`config.mk`:
```
export PLATFORM = sky130hd
export DESIGN_NAME = image_upload_ctrl
export DESIGN_NICKNAME = d
export VERILOG_FILES = /design/src/rtl/image_upload_ctrl.sv
export SDC_FILE = /design/constraint.sdc
export NUM_CORES = 1
export LEC_CHECK = 0
export ABC_AREA = 1
export BUFFER_PORTS_ARGS = -buffer_cell sky130_fd_sc_hd__clkbuf_2
export CORE_MARGIN = 8
export CORE_UTILIZATION = 54
export DETAILED_ROUTE_END_ITERATION = 10
export GPL_ROUTABILITY_DRIVEN = 1
export HOLD_SLACK_MARGIN = 0.05
export PLACE_DENSITY = 0.85
export SLEW_MARGIN = 20
export SYNTH_ARGS = -nofsm -noshare
export SYNTH_HDL_FRONTEND = slang
export SYNTH_SLANG_ARGS = --single-unit
```
`constraint.sdc`:
```
create_clock -name clk -period 1.95 [get_ports clk]
set_clock_uncertainty 0.15 [all_clocks]
set_input_delay 0.2925 -clock clk [delete_from_list [all_inputs] [get_ports clk]]
set_output_delay 0.2925 -clock clk [all_outputs]
set_load 0.02 [all_outputs]
```
`src/rtl/image_upload_ctrl.sv`:
```
// rtl/image_upload_ctrl.sv - framed UART image loader: SYNC byte, W*H pixels of BPP bytes, 8-bit checksum.
module image_upload_ctrl #(
  parameter int          IMG_WIDTH      = 640,
  parameter int          IMG_HEIGHT     = 480,
  parameter int          BPP            = 1,
  parameter int          ADDR_WIDTH     = 19,
  parameter logic [7:0]  SYNC_BYTE      = 8'hA5,
  parameter int          TIMEOUT_CYCLES = 1_000_000
) (
  input  logic                  clk,
  input  logic                  reset_n,
  input  logic [7:0]            rx_data,
  input  logic                  rx_valid,
  input  logic                  start,
  input  logic                  abort,
  output logic                  wr_en,
  output logic [ADDR_WIDTH-1:0] wr_addr,
  output logic [8*BPP-1:0]      wr_data,
  output logic                  busy,
  output logic                  done,
  output logic                  error,
  output logic [1:0]            err_code,
  output logic [ADDR_WIDTH:0]   pix_count
);

  localparam int                  PW        = 8 * BPP;
  localparam int                  TMO_W     = $clog2(TIMEOUT_CYCLES + 1);
  localparam logic [TMO_W-1:0]    TMO_LAST  = TMO_W'(TIMEOUT_CYCLES - 1);
  localparam logic [ADDR_WIDTH:0] LAST_PIX  = (ADDR_WIDTH + 1)'(IMG_WIDTH * IMG_HEIGHT - 1);
  localparam logic [1:0]          LAST_LANE = 2'(BPP - 1);

  typedef enum logic [2:0] {S_IDLE, S_WAIT_SYNC, S_RECV, S_CHECK, S_DONE, S_ERROR} state_t;

  state_t           state;
  logic [1:0]       lane;
  logic [PW-1:0]    asm_q;
  logic [PW-1:0]    asm_next;
  logic [7:0]       sum;
  logic [TMO_W-1:0] tmo_cnt;

  // Pixel as it would look with the current byte dropped into its lane.
  always_comb begin
    asm_next = asm_q;
    for (int k = 0; k < BPP; k++) begin
      if (lane == 2'(k)) asm_next[k*8 +: 8] = rx_data;
    end
  end

  always_ff @(posedge clk or negedge reset_n) begin
    if (!reset_n) begin
      state     <= S_IDLE;
      wr_en     <= 1'b0;
      wr_addr   <= '0;
      wr_data   <= '0;
      busy      <= 1'b0;
      done      <= 1'b0;
      error     <= 1'b0;
      err_code  <= 2'b00;
      pix_count <= '0;
      lane      <= '0;
      asm_q     <= '0;
      sum       <= '0;
      tmo_cnt   <= '0;
    end else begin
      wr_en <= 1'b0;
      if (abort) begin
        state    <= S_IDLE;
        busy     <= 1'b0;
        done     <= 1'b0;
        error    <= 1'b0;
        err_code <= 2'b00;
        lane     <= '0;
        asm_q    <= '0;
        tmo_cnt  <= '0;
      end else begin
        case (state)
          S_IDLE, S_DONE, S_ERROR: begin
            if (start) begin
              state     <= S_WAIT_SYNC;
              busy      <= 1'b1;
              done      <= 1'b0;
              error     <= 1'b0;
              err_code  <= 2'b00;
              pix_count <= '0;
              sum       <= '0;
              lane      <= '0;
              asm_q     <= '0;
            end
          end
          S_WAIT_SYNC: begin
            if (rx_valid && rx_data == SYNC_BYTE) begin
              state   <= S_RECV;
              tmo_cnt <= '0;
            end
          end
          S_RECV: begin
            if (rx_valid) begin
              tmo_cnt <= '0;
              sum     <= sum + rx_data;
              if (lane == LAST_LANE) begin
                lane      <= '0;
                asm_q     <= '0;
                wr_en     <= 1'b1;
                wr_addr   <= pix_count[ADDR_WIDTH-1:0];
                wr_data   <= asm_next;
                pix_count <= pix_count + 1'b1;
                if (pix_count == LAST_PIX) state <= S_CHECK;
              end else begin
                lane  <= lane + 1'b1;
                asm_q <= asm_next;
              end
            end else if (tmo_cnt == TMO_LAST) begin
              // A partially assembled pixel is simply dropped.
              state    <= S_ERROR;
              busy     <= 1'b0;
              error    <= 1'b1;
              err_code <= 2'b01;
              lane     <= '0;
              asm_q    <= '0;
            end else begin
              tmo_cnt <= tmo_cnt + 1'b1;
            end
          end
          S_CHECK: begin
            if (rx_valid) begin
              busy <= 1'b0;
              if (rx_data == sum) begin
                state <= S_DONE;
                done  <= 1'b1;
              end else begin
                state    <= S_ERROR;
                error    <= 1'b1;
                err_code <= 2'b10;
              end
            end else if (tmo_cnt == TMO_LAST) begin
              state    <= S_ERROR;
              busy     <= 1'b0;
              error    <= 1'b1;
              err_code <= 2'b01;
            end else begin
              tmo_cnt <= tmo_cnt + 1'b1;
            end
          end
          default: state <= S_IDLE;
        endcase
      end
    end
  end

endmodule
```
==> key figures, run 1 <==
Placement
  • Routability cong.: around 0.94
  • Dpl cells: approximately 900
  • PortBufs: 65
  • Pre-CTS setup slack: around 0.030 ns
  • HPWL after DPL: 10.2 mm
  • Placement Cell Area: approximately 5700 um^2

Routing
  • DRC viols: 0
  • DRT iter0 DRCs: 443
  • Total number of vias: 5044
  • DR WL/cell: 14.5 um
  • TritonRoute pass-1 iters: 5
  • Total Wirelength: 13.5 mm
  • Routed Antenna Nets: 0
  • Vias per cell: 5.44

Critical path
  • Cells on worst reg2reg path: 8
  • Crit path required time: 2.06 ns
  • WS Path Type: flop to flop
  • Crit path launch: state[1]
  • Critical Path AT: ~1.9 ns
  • R2r endpoint: pix_count[2]
  • Worst setup endpoint: pix_count[2]
  • Worst R2R Start: state[1]
  • CP startpoint kind: flop
  • CP max FO: 13
  • Endpoint class of the critical path: flop
  • FF-to-FF setup slack: 0.12 ns

Yosys
  • Multiplexer share of the synthesized area: 0
  • Dominant cell type by area after synthesis: dfrtp_1
  • Share of the yosys chip area belonging to registers: 0.429
  • Synthesis-stage register bit count: 86
  • Primary FF master, synth: dfrtp_1
  • Largest cells by area after synthesis: dfrtp_1 (43%), nand2_1 (17%), inv_1 (6.6%)
  • Simple-Gate Fraction of Synth Area: 0.337
  • Post-synth top area share: 0.429
  • Post-Syn Instances: between 700 and 800
  • Adder-cell share of the synthesized area: 0.0314
  • Count leader, synth: nand2_1
  • Post-synthesis xor/xnor area fraction: 0.0175
  • Synthesized net count: 735
  • Syn Area/Cell: 7.06 um^2
  • Synth Area in Compound Gates: 0.100
  • Netlist cell types: 34
  • Netlist Area Pre-Place: roughly 5000 um^2
  • Largest family of logic cells by synthesized area: simple AND/OR/NAND/NOR gates
  • Yosys warning count: 0
  • Synth cell count leaders: nand2_1 (231), inv_1 (88), dfrtp_1 (86)
  • Ys async rst share: 1.00
  • Post-synth EDFFs: 0

Floorplan
  • Chip Width: 112 um
  • Die height: 112 um
  • Initial Util: 0.551
  • IO Count: 66
  • Core Region: 9110 um^2
  • Die area: 12600 um^2
  • Rows: 35

Clock tree
  • Clock latency on the worst-skew pair: 0.37 ns
  • Clk slew on worst S/H paths: 0.10 ns
  • CTS H-Tree Depth: 3
  • Root Buffer Master: clkbuf_8
  • CTS buffer count: 9
  • Maximum clock path buffer count: 2
  • CTS tree: built
  • Clk sinks: 86

Global routing
  • Initial antenna violation count: 0
  • GRT overflow: 0
  • Pin count of the biggest net entering global routing: 48
  • GRT Overall Usage: 0.219
  • Global-route wire length before repair: 22.9 mm
  • Number of global-route vias before repair: between 4000 and 5000

Power
  • Power per cell area: 1020 nW/um^2
  • Peak supply drop: 0.645 mV
  • Leakage power: 3.04 nW
  • Total power: a little over 6 mW

STA
  • Fin. max-slew vios: 0
  • Total negative slack: 0 ns
  • Max-slew headroom: 0.675
  • Final period utilization: 0.938
  • RSZ-0062 raised after global routing: yes
  • Worst setup margin: 0.121 ns
  • Hold WS: between 0.07 and 0.08 ns
  • Hold Vio Cnt, Final: 0
  • Achievable clock frequency: between 500 and 600 MHz
  • Final setup violating endpoints: 0
  • Least-Margin Pin Slew: 0.487 ns
  • Final min period: 1.83 ns

Finish
  • Multi-input logic area: 2480 um^2
  • Register area: 2150 um^2
  • Area delta synth->final: 20.1%
  • Fin area: 6020 um^2
  • Final design utilization: 0.661
  • Share of cells above drive strength 1: 0.175
  • Inserted Diodes: 0
  • Nets: 837
  • Final non-filler cell total: 928
  • Filler Cell Count: 825

Min path
  • Hold path cells: 3
  • Min-delay worst type: primary input to flop
  • Worst Hold Launch: rx_data[1]

Status
  • Outcome: finished clean

Run
  • # Max-Cap Violations: 0
[placed cells by master, fill, tap and decap left out, types with 2 or more instances in the layout]
| master | synthesis | routed |
|---|---|---|
| clkbuf_8 | 0 | 10 |
| ha_1 | 11 | 9 |
| nand3_1 | 54 | 54 |
| inv_1 | 88 | 86 |
| nor2_4 | 3 | 4 |
| clkbuf_2 | 1 | 64 |
| nor2_2 | 3 | 4 |
| nand2_1 | 231 | 229 |
| bufinv_16 | 0 | 2 |
| dlygate4sd3_1 | 0 | 7 |
| nand4_1 | 20 | 20 |
| inv_2 | 6 | 8 |
| nor2_1 | 66 | 64 |
| xnor2_1 | 2 | 2 |
| o21bai_1 | 3 | 3 |
| o21ai_1 | 8 | 9 |
| nand2_2 | 4 | 5 |
| xor2_1 | 8 | 8 |
| buf_4 | 2 | 32 |
| dfrtp_1 | 86 | 85 |
| inv_6 | 0 | 2 |
| a21oi_1 | 22 | 22 |
| o211ai_1 | 2 | 2 |
| o21ai_0 | 52 | 51 |
| ha_4 | 0 | 2 |
| nor3_1 | 16 | 16 |
[worst max-delay path, cell delays in order, from the launching register on]
cell     delay, ns
dfrtp_2       0.46
nand2_2       0.16
inv_1         0.10
nand2_2       0.09
nand2_1       0.11
nor2_1        0.20
nand2_2       0.20
a21oi_1       0.19
a21oi_1       0.07
[power breakdown]
group          internal [mW]  leakage, nW  switching [mW]
Combinational          0.836         1.74            1.53
Clock                  0.766        0.117           0.693
Sequential              2.08         1.18           0.218
[area by class of cell]
| cell class | instances | area share |
|---|---|---|
| multi-input cells | 515 | 0.412 |
| flip-flops and latches | 86 | 0.358 |
| repair buffers | 105 | 0.110 |
| inverters | 95 | 0.0592 |
| well taps | 111 | 0.0231 |
| clock buffers | 10 | 0.0229 |
| clock inverters | 6 | 0.0152 |
[layer usage]
metal  routed length, um  global-route usage  vias to the layer above
met2                6400               0.365                      204
met4                 167              0.0737                        0
li1                    -                   -                     2466
met1                5910               0.278                     2360
met5                   0                   0                        -
met3                 987              0.0440                       14
[kinds of logic (layout without fill, tap and decap cells)]
kind of cell | Yosys count | after routing
simple gates | 399 | 399
buf+inv | 109 | 216
compound gates | 94 | 94
flops | 86 | 86
fa+ha+maj | 12 | 12
xor+xnor | 10 | 10
[state kept, by name (all words and copies together) (netlist names)]
| name | cells |
|---|---|
| pix_count | 20 |
| tmo_cnt | 20 |
| wr_addr | 19 |
| sum | 8 |
| wr_data | 8 |
| state | 3 |
| err_code | 2 |
| lane | 2 |
| busy | 1 |
| done | 1 |
| error | 1 |
| wr_en | 1 |
[what timing repair did]
item | in CTS | in global routing
gates resized for setup | 0 | 13
buffers inserted | 0 | 2
endpoints found under the setup margin | 0 | 54
hold endpoints to repair | 38 | 0
hold buffers | 7 | 0
[how the worst min path moves through the flow]
stage / endpoint / slack [ns]
final: wr_data[1] / 0.08
after global routing: wr_data[1] / 0.09
after CTS: wr_data[1] / 0.06
after detailed placement: wr_addr[17] / 0.14
after global placement: wr_addr[17] / 0.13
after floorplan: busy / -0.15
No activity file was read; power rests on OpenSTA's default activity.
==> inputs of run 2 (changes only) <==
clock period = 1.79 ns   (was 1.95 ns; I/O delays follow)
==> run 2 against run 1 <==
The flow now finishes with violations (negative setup slack); maximum frequency is 3.7% lower; count of clock-buffer cells in the layout stayed put; flip-flop and latch count stayed put; hold slack better by 0.051 ns; critical endpoint is now state[0]; highest routed layer unchanged.
==> key figures, run 2 (synthesis gave the netlist of run 1 again) <==
Power
  • Comb pwr share: 0.472
  • Leakage power: 3.32 nW
  • Total power: 7.90 mW
  • Switching power of the nets: 3.19 mW
  • Seq pwr share: 0.322
  • Power per cell area: 1160 nW/um^2
  • Clock network power share: 0.206
  • Pint: about 4.7 mW
  • Peak supply drop: 0.918 mV
  • Sw Ratio: 0.404

Global routing
  • Met2 global-route usage: 0.378
  • Pin count of the biggest net entering global routing: 48
  • Initial antenna violation count: 0
  • GRT overflow: 0
  • GR Util met3: 0.0499
  • Global-route wire length before repair: 23.9 mm
  • GRT Overall Usage: 0.229
  • Met1 Use GR: 0.287
  • GR peak layer: met2
  • Number of global-route vias before repair: 5004

Finish
  • Area delta synth->final: 35.8%
  • Final non-filler cell total: 970
  • Most frequent cells in the layout: nand2_1 (211), inv_1 (83), dfrtp_1 (81)
  • Share of cells above drive strength 1: 0.298
  • Nets: 880
  • Commonest non-fill, non-tap cell in the layout: nand2_1
  • Largest regs: pix_count: 20 flops, tmo_cnt: 20 flops, wr_addr: 19 flops
  • Fin area: 6810 um^2
  • Inserted Diodes: 0

Placement
  • Placement Cell Area: 5890 um^2
  • PortBufs: 65
  • Routability cong.: roughly 0.98
  • HPWL after DPL: 10.5 mm
  • Dpl cells: 929

Floorplan
  • Rows: 35
  • Core Region: 9110 um^2
  • Initial Util: 0.551
  • Chip Width: ~110 um
  • Die height: 112 um
  • IO Count: 66
  • Die area: 12600 um^2

STA
  • Achievable clock frequency: 526 MHz
  • Worst setup margin: -0.111 ns
  • Hold Vio Cnt, Final: 0
  • Fin. max-slew vios: 0
  • Final min period: 1.90 ns
  • Least-Margin Pin Slew: 0.413 ns
  • RSZ-0062 raised after global routing: yes
  • Max-slew headroom: 0.725
  • Final setup violating endpoints: 42
  • Hold WS: 0.127 ns
  • Final period utilization: 1.06

Critical path
  • Critical Path AT: 2.00 ns
  • Crit path required time: 1.89 ns
  • Critical path's slowest cell: dfrtp_1
  • CP max FO: 2
  • Crit-path cells: ha_4 -> nor3_2 -> nand3_4 -> buf_4 -> nor2_1 -> nor2_1 -> nand2_1 -> nand2_1 -> nand2_1 -> nand2_1
  • Slowest Stage Delay on Critical Path: between 0.4 and 0.5 ns
  • Crit path launch: sum[6]
  • WS Path Type: flop to flop
  • Crit-path most repeated cell: nand2_1
  • R2r endpoint: state[0]
  • Worst R2R Start: sum[6]
  • Cells on worst reg2reg path: 10
  • Endpoint class of the critical path: flop
  • Worst setup endpoint: state[0]
  • CP startpoint kind: flop
  • FF-to-FF setup slack: -0.11 ns

Status
  • Outcome: complete, but fails checks
  • Failing checks: negative setup slack

Routing
  • DR WL/cell: around 17 um
  • Total number of vias: 5685
  • DRT iter0 DRCs: 512
  • Vias per cell: slightly below 6
  • Total Wirelength: about 16 mm
  • Routed Antenna Nets: 0
  • TritonRoute pass-1 iters: 5
  • DRC viols: 0

Clock tree
  • CTS buffer count: 9
  • Clk sinks: 86
  • Clock latency on the worst-skew pair: 0.36 ns
  • Root Buffer Master: clkbuf_8
  • CTS tree: built
  • Clk slew on worst S/H paths: 0.09 ns
  • CTS H-Tree Depth: 3
  • Maximum clock path buffer count: 2

Run
  • # Max-Cap Violations: 0

Min path
  • Min-delay worst type: primary input to flop
  • Worst Hold Launch: rx_data[3]
==> run 2: cell types whose count changed in the layout (fill, tap and decap cells not counted), moves of 10 or more <==
cell | before | now
nand3_1 | 54 | 44
o21ai_0 | 51 | 37
o21ai_1 | 9 | 21
buf_4 | 32 | 65
nor2_1 | 64 | 50
nand2_1 | 229 | 211
nand2_2 | 5 | 18
==> run 2: worst max-delay path, delay by kind of cell, from the launching register on <==
family | cells | cell delay [ns]
fa+ha+maj | 1 | 0.25
flops | 1 | 0.45
buf+inv | 1 | 0.16
simple gates | 8 | 0.78
==> run 2: worst min-delay path by stage <==
stage / endpoint / slack [ns] / cells past startpoint
final: wr_data[3] / 0.13 / 3
after global routing: wr_data[3] / 0.13 / 3
after CTS: wr_data[3] / 0.08 / 3
after detailed placement: wr_addr[14] / 0.07 / 1
after global placement: wr_addr[14] / 0.07 / 1
after floorplan: busy / -0.18 / 0
==> run 2: power by group through the flow <==
stage / Sequential (mW) / Clock, mW / Combinational, mW
2_1_floorplan: 2.74 / 0 / 1.41
3_3_place_gp: 2.49 / 0 / 2.68
3_5_place_dp: 2.51 / 0 / 2.77
4_1_cts: 2.49 / 1.62 / 2.91
5_1_grt: 2.57 / 1.70 / 3.98
6_report: 2.54 / 1.63 / 3.72
==> run 2: metrics by stage <==
stage | TNS, ns | utilization | worst slack [ns]
6_report | -1.46 | 0.748 | -0.111
5_1_grt | -6.39 | 0.748 | -0.194
4_1_cts | 0 | 0.691 | 0.00237
3_5_place_dp | -1.01 | 0.647 | -0.0831
3_3_place_gp | -0.00911 | 0.647 | -0.00656
2_1_floorplan | 0 | - | 0.0261
==> run 2: area by class of cell <==
class                      instances  area [um^2]
sequential                        86         2160
fill                             634         2300
clock buffer                      10          128
timing repair buffer             148         1080
multi-input combinational        515         2840
tap                              111          139
inverter                          95          367
clock inverter                     5          100
==> run 2: layer usage <==
| layer | part of all wire | wire length (um) | vias to the layer above |
|---|---|---|---|
| met3 | 0.092 | 1510 | 96 |
| met4 | 0.047 | 777 | 0 |
| met1 | 0.39 | 6390 | 2658 |
| met2 | 0.47 | 7720 | 361 |
| li1 | - | - | 2570 |
| met5 | 0 | 0 | - |
==> run 2: what timing repair did <==
item,4_1_cts,5_1_grt
setup buffers,4,13
gates resized for setup,16,106
endpoints found under the hold margin,91,0
hold buffers,6,0
setup endpoints to repair,34,85
cloned,0,3
pin swaps,9,22
